==> src/rtl/vram_writer.sv <==
// rtl/vram_writer.sv - CPU write side of the tile VRAM: request FIFO plus direct/RMW commit FSM
//
// Purpose:
//   Accepts CPU store requests and buffers them in a small FIFO. Each request
//   is committed to the VRAM write port as a whole 32-bit word.
//   - A word store with all four byte strobes set is written directly.
//   - A word store with a partial strobe, and every single-tile (2-bit) store,
//     uses read-modify-write through the VRAM read port.
//   Out-of-range requests are dropped and set a sticky error flag.
//
// Configuration macro:
//   VRAM_WRITER_VBLANK_GATE_EN - when defined, entries leave the FIFO only
//   while vblank = 1. When undefined, vblank is ignored.
//
// Ports:
//   clk, rst_n             clock, asynchronous active-low reset
//   req_valid/req_ready    request handshake (req_ready = FIFO not full)
//   req_mode               0 = word store, 1 = tile store
//   req_addr               word address (mode 0) or tile index (mode 1)
//   req_wdata, req_wstrb   store data / byte enables (tile store uses wdata[1:0])
//   vblank                 scanout outside visible area
//   vram_re, vram_raddr    VRAM read strobe / word address
//   vram_rdata             VRAM read data, valid the cycle after vram_re
//   vram_we, vram_waddr,
//   vram_wdata             VRAM write strobe / word address / data
//   busy                   FIFO non-empty or a commit in progress
//   err, err_clr           sticky out-of-range flag and its clear
module vram_writer #(
  parameter int TILES_H    = 25,
  parameter int TILES_V    = 18,
  parameter int FIFO_DEPTH = 4
) (
  input  logic        clk,
  input  logic        rst_n,
  input  logic        req_valid,
  output logic        req_ready,
  input  logic        req_mode,
  input  logic [8:0]  req_addr,
  input  logic [31:0] req_wdata,
  input  logic [3:0]  req_wstrb,
  input  logic        vblank,
  output logic        vram_re,
  output logic [4:0]  vram_raddr,
  input  logic [31:0] vram_rdata,
  output logic        vram_we,
  output logic [4:0]  vram_waddr,
  output logic [31:0] vram_wdata,
  output logic        busy,
  output logic        err,
  input  logic        err_clr
);

  localparam int TILES_TOTAL = TILES_H * TILES_V;
  localparam int VRAM_SIZE   = (TILES_TOTAL + 15) / 16;
  localparam int AW          = $clog2(FIFO_DEPTH);
  localparam int EW          = 1 + 9 + 32 + 4;

  typedef enum logic [1:0] {
    IDLE = 2'd0,
    RD   = 2'd1,
    MRG  = 2'd2,
    WR   = 2'd3
  } state_t;

  // ------------------------------------------------------------------
  // Request FIFO. Pointers carry one extra wrap bit so full and empty
  // are distinguishable when the index bits match.
  // ------------------------------------------------------------------
  logic [EW-1:0] fifo_mem [FIFO_DEPTH];
  logic [AW:0]   wr_ptr;
  logic [AW:0]   rd_ptr;
  logic          empty;
  logic          full;
  logic          push;
  logic          pop;

  assign empty     = (wr_ptr == rd_ptr);
  assign full      = (wr_ptr[AW] != rd_ptr[AW]) && (wr_ptr[AW-1:0] == rd_ptr[AW-1:0]);
  // req_ready depends only on registered pointers, so a pop in this cycle
  // cannot make room for a push in the same cycle.
  assign req_ready = !full;
  assign push      = req_valid && !full;

  always_ff @(posedge clk) begin
    if (push) begin
      fifo_mem[wr_ptr[AW-1:0]] <= {req_mode, req_addr, req_wdata, req_wstrb};
    end
  end

  always_ff @(posedge clk or negedge rst_n) begin
    if (!rst_n) begin
      wr_ptr <= '0;
      rd_ptr <= '0;
    end else begin
      if (push) wr_ptr <= wr_ptr + 1'b1;
      if (pop)  rd_ptr <= rd_ptr + 1'b1;
    end
  end

  // ------------------------------------------------------------------
  // Head-of-FIFO decode and range check
  // ------------------------------------------------------------------
  logic        h_mode;
  logic [8:0]  h_addr;
  logic [31:0] h_data;
  logic [3:0]  h_strb;
  logic [4:0]  h_word;
  logic        h_in_range;

  assign {h_mode, h_addr, h_data, h_strb} = fifo_mem[rd_ptr[AW-1:0]];
  assign h_word     = h_mode ? h_addr[8:4] : h_addr[4:0];
  assign h_in_range = h_mode ? (h_addr < 9'(TILES_TOTAL)) : (h_addr < 9'(VRAM_SIZE));

  // ------------------------------------------------------------------
  // Commit gate
  // ------------------------------------------------------------------
  logic gate_open;
`ifdef VRAM_WRITER_VBLANK_GATE_EN
  assign gate_open = vblank;
`else
  logic  unused_vblank;
  assign gate_open     = 1'b1;
  assign unused_vblank = vblank;
`endif

  // ------------------------------------------------------------------
  // Commit FSM
  // ------------------------------------------------------------------
  state_t state_q;
  state_t state_d;
  logic   load;
  logic   set_err;

  always_ff @(posedge clk or negedge rst_n) begin
    if (!rst_n) state_q <= IDLE;
    else        state_q <= state_d;
  end

  always_comb begin
    state_d = state_q;
    pop     = 1'b0;
    load    = 1'b0;
    set_err = 1'b0;
    case (state_q)
      IDLE: begin
        if (!empty && gate_open) begin
          pop = 1'b1;
          if (!h_in_range) begin
            set_err = 1'b1;
          end else if (!h_mode && (h_strb == 4'h0)) begin
            // Empty strobe: nothing to write, silently dropped.
          end else begin
            load    = 1'b1;
            state_d = (!h_mode && (h_strb == 4'hF)) ? WR : RD;
          end
        end
      end
      RD:      state_d = MRG;
      MRG:     state_d = WR;
      WR:      state_d = IDLE;
      default: state_d = IDLE;
    endcase
  end

  // ------------------------------------------------------------------
  // Datapath: the popped entry is held until its write is done
  // ------------------------------------------------------------------
  logic        cur_mode;
  logic [4:0]  cur_word;
  logic [3:0]  cur_pair;
  logic [31:0] cur_data;
  logic [3:0]  cur_strb;
  logic [31:0] wdata_q;
  logic [31:0] merged;
  logic [4:0]  tile_shift;
  logic [31:0] tile_mask;

  assign tile_shift = {cur_pair, 1'b0};
  assign tile_mask  = 32'h3 << tile_shift;

  always_comb begin
    merged = vram_rdata;
    if (cur_mode) begin
      merged = (vram_rdata & ~tile_mask) | ((32'(cur_data[1:0]) << tile_shift) & tile_mask);
    end else begin
      for (int b = 0; b < 4; b++) begin
        if (cur_strb[b]) merged[b*8 +: 8] = cur_data[b*8 +: 8];
      end
    end
  end

  always_ff @(posedge clk or negedge rst_n) begin
    if (!rst_n) begin
      cur_mode <= 1'b0;
      cur_word <= '0;
      cur_pair <= '0;
      cur_data <= '0;
      cur_strb <= '0;
      wdata_q  <= '0;
    end else if (load) begin
      cur_mode <= h_mode;
      cur_word <= h_word;
      cur_pair <= h_addr[3:0];
      cur_data <= h_data;
      cur_strb <= h_strb;
      // Full-strobe stores go straight to WR with this value.
      wdata_q  <= h_data;
    end else if (state_q == MRG) begin
      wdata_q  <= merged;
    end
  end

  // Sticky error; a clear in the same cycle as a new error wins.
  always_ff @(posedge clk or negedge rst_n) begin
    if (!rst_n)       err <= 1'b0;
    else if (err_clr) err <= 1'b0;
    else if (set_err) err <= 1'b1;
  end

  assign vram_re    = (state_q == RD);
  assign vram_we    = (state_q == WR);
  assign vram_raddr = cur_word;
  assign vram_waddr = cur_word;
  assign vram_wdata = wdata_q;
  assign busy       = !empty || (state_q != IDLE);

endmodule

==> config.mk <==
export PLATFORM = sky130hd
export DESIGN_NAME = vram_writer
export DESIGN_NICKNAME = d
export VERILOG_FILES = /design/src/rtl/vram_writer.sv
export SDC_FILE = /design/constraint.sdc
export NUM_CORES = 1
export LEC_CHECK = 0
export ABC_AREA = 1
export BUFFER_PORTS_ARGS = -buffer_cell sky130_fd_sc_hd__buf_2
export CAP_MARGIN = 5
export CORE_MARGIN = 2
export CORE_UTILIZATION = 45
export CTS_BUF_LIST = sky130_fd_sc_hd__clkbuf_8
export CTS_CLUSTER_DIAMETER = 150
export DETAILED_ROUTE_END_ITERATION = 10
export HOLD_SLACK_MARGIN = 0.12
export PLACE_DENSITY = 0.6
export SETUP_SLACK_MARGIN = 0.1
export SYNTH_ARGS = -nofsm -noshare
export SYNTH_HDL_FRONTEND = slang
export SYNTH_SLANG_ARGS = --single-unit
export TNS_END_PERCENT = 30
==> constraint.sdc <==
create_clock -name clk -period 5.68 [get_ports clk]
set_clock_uncertainty 0.15 [all_clocks]
set_input_delay 0.284 -clock clk [delete_from_list [all_inputs] [get_ports clk]]
set_output_delay 0.284 -clock clk [all_outputs]
set_load 0.05 [all_outputs]
==> results of run 1 <==
-- tightest hold or removal path, stage by stage --
cell and delay, ps:
buf_2 110, nor2_1 80, o221ai_1 130, nand2_1 80
nand2_1 40, nand2_1 50, inv_1 30
-- cell usage after synthesis, drive strengths merged --
master  number  area (um2)
nand3       81       405.4
ha           9       112.6
o221ai      28       245.2
clkinv       1       3.750
o22ai       32       200.2
nand4        1       6.260
xnor2        2       17.52
buf         36       206.5
inv         73       274.0
o21ai      150       750.7
clkbuf      41       153.9
a21oi        9       45.04
o21ba        1       10.01
or2          2       12.51
nand3b      29       217.7
edfxtp     184        5525
dfrtp       87        2177
xor2         3       26.28
nand2      285        1077
nor2       148       558.0
nor4         1       6.260
nand2b       1       6.260
-- path summary, 6_finish.rpt --
kind | cells after the start | endpoint | from | slack (ps)
min in group asynchronous | 3 | state_q[0] | rst_n | 380
hold reg to reg | 2 | cur_data[23] | cur_data[23] | 320
setup reg to reg | 16 | vram_wdata[22] | rd_ptr[0] | 1810
max in group asynchronous | 3 | rd_ptr[0] | rst_n | 4270
hold / removal | 7 | vram_wdata[13] | vram_rdata[13] | 140
setup / recovery | 16 | vram_wdata[22] | rd_ptr[0] | 1810
-- sequential cells by signal, indices dropped and copies added, names as in the netlist --
name / count
cur_data: 32
cur_mode: 1
cur_pair: 4
cur_strb: 4
err: 1
fifo_mem: 184
rd_ptr: 3
state_q: 2
vram_raddr: 5
vram_wdata: 32
wr_ptr: 3
-- layout make-up --
type / instances / area share, %
Clock buffer: 51 / 4.873
Timing Repair Buffer: 203 / 9.451
Clock inverter: 27 / 1.407
Inverter: 74 / 1.928
Antenna cell: 2 / 0.03475
Tap cell: 335 / 2.910
Multi-Input combinational cell: 782 / 25.91
Sequential cell: 271 / 53.48
-- logic make-up after synthesis --
family | synth area share [%]
compound gates | 10.39
simple gates | 19.02
buf+inv | 5.301
flops | 63.99
xor+xnor | 0.3639
fa+ha+maj | 0.9355
-- per-layer routing --
layer,track usage (%),share of wire (%),up-vias
met1,31.22,47,4178
met3,3.829,7.0,49
met2,31.81,44,308
li1,-,-,4469
met5,0,0,-
met4,6.692,2.2,0
-- layout by cell type (no fill, tap or decap), drive strengths merged, types with 3 or more instances in the layout --
cell and count:
dlygate4sd3 62, o22ai 32, nor2 148, a21oi 9, o221ai 28, edfxtp 184
clkinv 13, o21ai 150, nand3b 29, nand3 81, ha 9, clkbuf 51
nand2 285, inv 85, buf 141, dfrtp 87, bufinv 3, xor2 3
-- through the flow --
step                setup WS, ps  hold slack [ps]
global route                1326            193.6
detailed placement          1831           -5.292
finish                      1806            139.5
global placement            1882           -7.767
CTS                         1814            126.2
floorplan                   1851           -161.6
-- repair_timing --
action	4_1_cts	5_1_grt
buffers inserted	0	0
hold buffers	62	0
endpoints found under the hold margin	285	0
-- power by group through the flow --
stage | clock, W | combinational, W | sequential (W)
6_report | 0.00174 | 0.00401 | 0.00312
5_1_grt | 0.00186 | 0.00449 | 0.00318
4_1_cts | 0.00178 | 0.00403 | 0.00312
3_5_place_dp | 0 | 0.00398 | 0.00315
3_3_place_gp | 0 | 0.00393 | 0.00314
2_1_floorplan | 0 | 0.00261 | 0.00348
==> results by group, run 1 <==
STA
  – Max-slew violations: 0
  – Fmax: 0.2581 GHz
  – Rel. slew slack: 18.97%
  – Min Clock Period, post-route: 3874 ps
  – Final setup violation count: 0
  – Least-Margin Pin Slew: 1215 ps
  – Hold Fails Final Rpt: 0
  – Ratio of final minimum period to clock period: 68.20%
  – RSZ-0062 raised after global routing: no
  – Post-route setup TNS: 0 ps

Power
  – Peak supply drop: 0.3334 mV
  – Internal cell power: 0.004820 W
  – Seq pwr share: 35.2%
  – Psw: 0.004041 W
  – Total power: 0.008861 W
  – Power Density: 615.2 mW/mm2
  – Comb power frac: 45.2%
  – Switching share of power: 45.60%
  – Pleak: 6.201 nW
  – Clock power share: 19.6%

Synth
  – Post-Syn Area: 0.01204 mm2
  – Avg Inst Size Synth: 9.998 um2
  – Yosys warns: 0
  – #FFs+latches synth: 271
  – Sequential share of the synthesized area: 63.99%
  – Post-Synthesis Cells: 1,204
  – Synth cell types: 29
  – Syn nets: 1,296

Clock network
  – TritonCTS clock tree: yes
  – Clock Path Buffers: 3
  – Worst-path clk slew: 60 ps
  – Clock Latency Late Sink: 570 ps
  – Clock sink count: 271
  – Post-CTS resize count: 0
  – H-tree depth: 2
  – Clock root buffer: clkbuf_8
  – CTS buffer count: 45

Floorplan
  – Starting Density: 46.06%
  – Total Die Area: 0.02807 mm2
  – Core Region: 0.02613 mm2
  – Die X: 167.6 um
  – Die height: 167.6 um
  – IO Pins: 130
  – Num rows: 59

Drt
  – Antenna-violating nets left: 0
  – Initial DRC count: 699
  – Drt drc: 0
  – Average vias per placed instance: 5.160
  – DR pass1 iterations: 5
  – Via count: 9,004
  – Final wirelength: 29.65 mm
  – Routed len/inst: 16.99 um

Critical path
  – Crit Path Category: reg2reg
  – CP endpoint kind: register
  – Buffers and inverters on the worst path: 3
  – Slowest stage delay, CP: 740 ps
  – CP startpoint kind: register
  – CP top delay family: simple AND/OR/NAND/NOR gates
  – Crit path cell chain: buf_4 -> nand2_1 -> nand2_1 -> nand2_1 -> nand2_1 -> nand2_1 -> nor2_1 -> o21ai_1 -> nand2_1 -> nand2_2 -> nand2_4 -> buf_4 -> nand2_1 -> nand2_1 -> nand2_1 -> inv_1
  – CP arrival: 4210 ps
  – Worst path slowest cell: buf_4
  – WP data required: 6020 ps
  – CP max FO: 94
  – Crit-path most repeated cell: nand2_1

Layout
  – Final instance area: 0.01440 mm2
  – Final nets: 1,469
  – Layout area overhead: 19.65%
  – Layout fillers: 2,346
  – Share of cells above drive strength 1: 15.27%
  – Final Non-Filler Cells: 1,745
  – Storage cell area: 0.007704 mm2
  – Area of the multi-input gates: 0.003732 mm2
  – Fin util: 55.12%

Placed design
  – Cells after DPL: 1,603
  – Port Buf Inserts: 128
  – Post-DP HPWL: 18.46 mm
  – Final Wtd Congestion: 0.8356
  – DP Area: 0.01287 mm2

Flow run
  – Max-cap violations: 0

Global route
  – Vias in the first global route: 8,501
  – First-pass GRT wire length: 46.65 mm
  – GRT Total Usage: 21.12%
  – Initial antenna violation count: 2
  – Pin count of the biggest net entering global routing: 95
  – Total grt overflow: 0

Hold path
  – Hold/Removal Path Class: in2reg

Run status
  – Status: finished, final reports clean
(Power assumes the default switching activity.)
==> run 2: changes to the inputs <==
--- a/config.mk
+++ b/config.mk
@@ -5,7 +5,7 @@
 export SDC_FILE = /design/constraint.sdc
 export NUM_CORES = 1
 export LEC_CHECK = 0
-export ABC_AREA = 1
+export ABC_AREA = 0
 export BUFFER_PORTS_ARGS = -buffer_cell sky130_fd_sc_hd__buf_2
 export CAP_MARGIN = 5
 export CORE_MARGIN = 2
==> constraint.sdc (replaced) <==
create_clock -name clk -period 4.04 [get_ports clk]
set_clock_uncertainty 0.15 [all_clocks]
set_input_delay 0.202 -clock clk [delete_from_list [all_inputs] [get_ports clk]]
set_output_delay 0.202 -clock clk [all_outputs]
set_load 0.05 [all_outputs]
==> results by group, run 2 <==
Run status
  – Status: finished, final reports clean

Synth
  – Synth Area in Adders: 0.9580% (+0.023 points)
  – Sequential share of the synthesized area: 65.52% (+1.5 points)
  – Leading cell types by count after synthesis: 184 x edfxtp_1, 93 x mux2_2, 87 x dfrtp_1
  – Asr flop ratio synth: 32.10% (unchanged)
  – Top FF cell, synth: edfxtp_1
  – Synth Area in Simple Gates: 4.034% (-15 points)
  – Synth cell types: 38 (+31%)
  – Largest family of logic cells by synthesized area: multiplexers
  – Post-Synthesis Cells: 684 (-43%)
  – Mux cell area share after synthesis: 23.00% (+23 points)
  – Most common cell in the netlist: edfxtp_1
  – Compound-cell area share of the yosys netlist: 3.800% (-6.6 points)
  – Post-Syn Area: 0.01176 mm2 (-2.3%)
  – Main area contributors after synthesis: edfxtp_1 47%, dfrtp_1 19%, mux2_2 8.9%
  – XOR/XNOR share of the synthesized area: 0.5216% (+0.16 points)
  – Syn nets: 776 (-40%)
  – #FFs+latches synth: 271 (unchanged)
  – Yosys warns: 0 (unchanged)
  – EDFF count, synth: 184 (unchanged)
  – Synth area leader: edfxtp_1
  – Area share of the largest cell type after synthesis: 47.00% (+1.1 points)
  – Avg Inst Size Synth: 17.19 um2 (+72%)

Critical path
  – Crit path cell chain: mux4_2 -> nor3_1 -> nand2_1 -> nand3_4 -> buf_12 -> mux2_2
  – WP data required: 4310 ps (-1710 ps)
  – CP max FO: 72 (-23%)
  – Crit Path Category: reg2reg
  – CP endpoint kind: register
  – CP startpoint kind: register
  – Worst path slowest cell: dfrtp_4
  – CP arrival: 3430 ps (-780 ps)
  – Slowest stage delay, CP: 780 ps (+40 ps)
  – Flop2flop setup slack: 880 ps (-930 ps)

Global route
  – Pin count of the biggest net entering global routing: 73 (-23%)
  – First-pass GRT wire length: 40.82 mm (-12%)
  – Vias in the first global route: 7,382 (-13%)
  – Total grt overflow: 0 (unchanged)
  – GRT Total Usage: 19.05% (-2.1 points)
  – Initial antenna violation count: 2 (unchanged)

Power
  – Psw: 0.004531 W (+12%)
  – Total power: 0.01190 W (+34%)
  – Clock power share: 18.3% (-1.3 points)
  – Switching share of power: 38.09% (-7.5 points)
  – Power Density: 828.6 mW/mm2 (+35%)
  – Peak supply drop: 0.3889 mV (+17%)
  – Seq pwr share: 39.4% (+4.2 points)
  – Comb power frac: 42.3% (-2.9 points)
  – Internal cell power: 0.007365 W (+53%)
  – Pleak: 5.516 nW (-11%)

STA
  – Hold_ws: 142.1 ps (+2.584 ps)
  – Final setup violation count: 0 (unchanged)
  – Least-Margin Pin Slew: 1042 ps (-173.0 ps)
  – Max-slew violations: 0 (unchanged)
  – Fmax: 0.3165 GHz (+23%)
  – RSZ-0062 raised after global routing: no
  – Rel. slew slack: 30.50% (+12 points)
  – Post-route setup TNS: 0 ps (unchanged)
  – Hold Fails Final Rpt: 0 (unchanged)
  – Ratio of final minimum period to clock period: 78.20% (+10 points)
  – Min Clock Period, post-route: 3159 ps (-714.6 ps)

Layout
  – Final nets: 1,000 (-32%)
  – Final instance area: 0.01436 mm2 (-0.33%)
  – Max FFs per register: 184 (unchanged)
  – Commonest non-fill, non-tap cell in the layout: edfxtp_1
  – Layout area overhead: 22.13%
  – Final Non-Filler Cells: 1,277 (-27%)
  – Most frequent cells in the layout: 184 x edfxtp_1, 127 x buf_2, 93 x mux2_2
  – Share of cells above drive strength 1: 39.32% (+24 points)

Floorplan
  – Num rows: 59 (unchanged)
  – Starting Density: 45.50% (-0.57 points)
  – IO Pins: 130 (unchanged)
  – Total Die Area: 0.02743 mm2 (-2.3%)
  – Core Region: 0.02584 mm2 (-1.1%)
  – Die X: 165.6 um (-1.2%)
  – Die height: 165.6 um (-1.2%)

Clock network
  – CTS buffer count: 46 (+2.2%)
  – Clock root buffer: clkbuf_8
  – Post-CTS resize count: 0 (unchanged)
  – H-tree depth: 2 (unchanged)
  – Clock sink count: 271 (unchanged)
  – Worst-path clk slew: 60 ps (about the same)
  – TritonCTS clock tree: yes
  – Clock Path Buffers: 3 (unchanged)
  – Clock Latency Late Sink: 550 ps (-20 ps)

Drt
  – Initial DRC count: 362 (-48%)
  – Antenna-violating nets left: 0 (unchanged)
  – Routed len/inst: 20.17 um (+19%)
  – Drt drc: 0 (unchanged)
  – DR pass1 iterations: 4 (-1)
  – Via count: 6,788 (-25%)
  – Final wirelength: 25.76 mm (-13%)
  – Average vias per placed instance: 5.316 (+3.0%)

Placed design
  – DP Area: 0.01273 mm2 (-1.1%)
  – Post-DP HPWL: 16.46 mm (-11%)
  – Port Buf Inserts: 128 (unchanged)
  – Final Wtd Congestion: 0.7578 (-9.3%)
  – Cells after DPL: 1,115 (-30%)

Hold path
  – Hold/Removal Path Class: in2reg

Flow run
  – Max-cap violations: 0 (unchanged)
[run 2: cell type report]
class                      count  area, um2
fill                        2115      11480
sequential                   271       7709
multi-input combinational    361       3814
timing repair buffer         220       1559
clock buffer                  51      701.9
tap                          335      419.2
clock inverter                30      121.4
inverter                       8      30.03
antenna                        1      2.502
[run 2: worst paths after layout]
check / start / endpoint / cells past startpoint
max: rd_ptr[0] / vram_wdata[12] / 6
min: vram_rdata[5] / vram_wdata[5] / 5
max reg2reg: rd_ptr[0] / vram_wdata[12] / 6
min reg2reg: wr_ptr[2] / wr_ptr[2] / 1
max in group asynchronous: rst_n / vram_raddr[3] / 4
min in group asynchronous: rst_n / err / 3
[run 2: power groups by stage]
stage,clock (W),combinational [W],sequential (W)
6_report,0.00218,0.00503,0.00468
5_1_grt,0.00238,0.00541,0.00481
4_1_cts,0.00225,0.00510,0.00470
3_5_place_dp,0,0.00503,0.00475
3_3_place_gp,0,0.00490,0.00470
2_1_floorplan,0,0.00353,0.00498
[run 2: timing repair]
item                                    in CTS  in global routing
buffers inserted                             0                  0
hold buffers                                80                  0
hold endpoints to repair                   275                  0
endpoints found under the setup margin       0                  0
[run 2: cell families after synthesis]
kind of cell | count (synthesis)
AOI/OAI and AO/OA | 71
xor gates and xnor gates | 7
adders and majority gates | 9
muxes | 191
and+or+nand+nor | 83
buffers and inverters | 52
DFF | 271
[run 2: stage by stage]
| step | util [%] | worst slack, ps |
|---|---|---|
| global placement | 49.27 | 857.0 |
| floorplan | - | 1162 |
| CTS | 55.55 | 802.8 |
| global route | 55.56 | 687.8 |
| finish | 55.56 | 880.8 |
| detailed placement | 49.27 | 828.0 |
[run 2: worst max-delay path: cells and delay by family (launching register included)]
family,cells,cell delay (ps)
flip-flops,1,780
multiplexers,2,1110
AND/OR/NAND/NOR,3,550
buffers and inverters,1,390
[run 2: layer usage]
| metal | GRT usage [%] | wire length, um | vias to the layer above | share of wire (%) |
|---|---|---|---|---|
| met5 | 0 | 12 | - | 0.047 |
| met4 | 6.049 | 615 | 2 | 2.4 |
| met3 | 3.919 | 1226 | 50 | 4.8 |
| met2 | 34.46 | 13620 | 154 | 53 |
| met1 | 22.84 | 10280 | 3469 | 40 |
| li1 | - | - | 3113 | - |
==> run 3: changes to the inputs <==
==> constraint.sdc (replaced) <==
create_clock -name clk -period 3.01 [get_ports clk]
set_clock_uncertainty 0.15 [all_clocks]
set_input_delay 0.1505 -clock clk [delete_from_list [all_inputs] [get_ports clk]]
set_output_delay 0.1505 -clock clk [all_outputs]
set_load 0.05 [all_outputs]
==> results by group, run 3 (synthesis gave the netlist of run 2 again) <==
Placed design
  – Cells after DPL: 1,123 (+0.72%)
  – Port Buf Inserts: 128 (unchanged)
  – Final Wtd Congestion: 0.7913 (+4.4%)
  – Post-DP HPWL: 16.36 mm (-0.57%)
  – Pre-CTS worst setup slack: 78.42 ps (-749.6 ps)

Layout
  – Share of cells above drive strength 1: 40.85% (+1.5 points)
  – Layout area overhead: 24.60%
  – N_diodes: 0 (-1)
  – Commonest non-fill, non-tap cell in the layout: edfxtp_1
  – Final Non-Filler Cells: 1,302 (+2.0%)
  – Final nets: 1,023 (+2.3%)
  – Most frequent cells in the layout: 184 x edfxtp_1, 127 x buf_2, 93 x mux2_2
  – Max FFs per register: 184 (unchanged)

STA
  – Min Clock Period, post-route: 2827 ps (-332.6 ps)
  – RSZ-0062 raised after global routing: no
  – Rel. slew slack: 46.06% (+16 points)
  – Least-Margin Pin Slew: 809.1 ps (-233.4 ps)
  – Fmax: 0.3538 GHz (+12%)
  – Ratio of final minimum period to clock period: 93.91% (+16 points)
  – Final setup violation count: 0 (unchanged)
  – Hold Fails Final Rpt: 0 (unchanged)
  – Final worst slack: 183.3 ps (-697.4 ps)
  – Post-route setup TNS: 0 ps (unchanged)
  – Max-slew violations: 0 (unchanged)

Floorplan
  – Starting Density: 45.50% (unchanged)
  – Total Die Area: 0.02743 mm2 (unchanged)
  – Die height: 165.6 um (unchanged)
  – IO Pins: 130 (unchanged)
  – Die X: 165.6 um (unchanged)
  – Num rows: 59 (unchanged)
  – Core Region: 0.02584 mm2 (unchanged)

Drt
  – Final wirelength: 26.42 mm (+2.6%)
  – Drt drc: 0 (unchanged)
  – Routed len/inst: 20.29 um (+0.60%)
  – Antenna-violating nets left: 0 (unchanged)
  – Via count: 6,900 (+1.6%)
  – Initial DRC count: 394 (+8.8%)
  – DR pass1 iterations: 5 (+1)
  – Average vias per placed instance: 5.300 (-0.30%)

Flow run
  – Max-cap violations: 0 (unchanged)

Power
  – Power Density: 1120 mW/mm2 (+35%)
  – Pleak: 5.651 nW (+2.4%)
  – Peak supply drop: 0.5673 mV (+46%)

Critical path
  – CP arrival: 3120 ps (-310 ps)
  – CP startpoint kind: register
  – Crit Path Category: reg2reg
  – CP max FO: 36 (-50%)
  – CP endpoint kind: register
  – WP data required: 3300 ps (-1010 ps)

Global route
  – Initial antenna violation count: 1 (-1)
  – Total grt overflow: 0 (unchanged)
  – First-pass GRT wire length: 41.20 mm (+0.93%)
  – GRT Total Usage: 19.26% (+0.21 points)
  – Pin count of the biggest net entering global routing: 48 (-34%)
  – Vias in the first global route: 7,347 (-0.47%)

Clock network
  – Clock Latency Late Sink: 560 ps (about the same)
  – CTS buffer count: 45 (-2.2%)
  – H-tree depth: 2 (unchanged)
  – Clock root buffer: clkbuf_8
  – Worst-path clk slew: 60 ps (about the same)
  – Clock Path Buffers: 3 (unchanged)
  – TritonCTS clock tree: yes
  – Clock sink count: 271 (unchanged)

Hold path
  – Hold/Removal Path Class: in2reg

Run status
  – Status: finished, final reports clean
run 3: changes by cell type in the layout (fill, tap and decap cells not counted), sizes merged:
cell / change
buf: +21
clkinv: +8
clkbuf: -5
inv: -4
dlygate4sd3: +3
clkinvlp: +2
bufinv: +1
diode: -1
run 3: final cells by class:
type	count	area [um2]
Inverter	8	30.03
Multi-Input combinational cell	361	3814
Timing Repair Buffer	244	1854
Clock inverter	37	185.2
Tap cell	335	419.2
Fill cell	2106	11190
Clock buffer	46	633.1
Sequential cell	271	7711
run 3: layer usage:
metal	track usage (%)	up-vias	wire [um]
li1	-	3152	-
met1	24.19	3524	10810
met2	33.56	176	13640
met3	3.799	46	1301
met4	6.503	2	652
met5	0	-	13
run 3: per-stage QoR:
step / hold slack [ps] / power [W] / utilization, % / instance area, um2
after global placement: 54.81 / 0.01311 / 49.79 / 12860
after global routing: 186.2 / 0.01735 / 56.69 / 14650
after detailed placement: 59.17 / 0.01336 / 49.79 / 12860
after floorplan: -295.1 / 0.01143 / - / 11760
after CTS: 163.5 / 0.01646 / 56.40 / 14570
final: 193.5 / 0.01640 / 56.69 / 14650
run 3: where the power goes:
group | switching, W | internal, W | total (W)
combinational | 0.00394 | 0.00336 | 0.00731
sequential | 0.000887 | 0.00528 | 0.00617
clock | 0.00141 | 0.00151 | 0.00292
total | 0.00624 | 0.0102 | 0.0164
run 3: final timing paths:
kind	startpoint	endpoint	slack (ps)	depth (start not counted)
setup / recovery	rd_ptr[0]	vram_wdata[0]	180	10
hold / removal	req_addr[7]	fifo_mem[0][43]	190	2
setup reg to reg	rd_ptr[0]	vram_wdata[0]	180	10
hold reg to reg	wr_ptr[2]	wr_ptr[2]	350	1
max in group asynchronous	rst_n	vram_wdata[25]	1890	4
min in group asynchronous	rst_n	vram_wdata[31]	560	4
run 3: critical path: stages (launching register included):
cell,delay [ps]
dfrtp_4,500
buf_4,160
buf_12,120
mux4_2,460
nor3_1,230
nand3_1,150
nand3_2,120
nand3_4,150
buf_12,230
buf_4,170
mux2_2,260
run 3: repair_timing:
| action | 4_1_cts | 5_1_grt |
|---|---|---|
| setup endpoints to repair | 4 | 4 |
| buffers inserted | 4 | 8 |
| endpoints found under the hold margin | 306 | 0 |
| pin swaps | 0 | 0 |
| hold buffers | 84 | 0 |
| gates resized for setup | 0 | 1 |
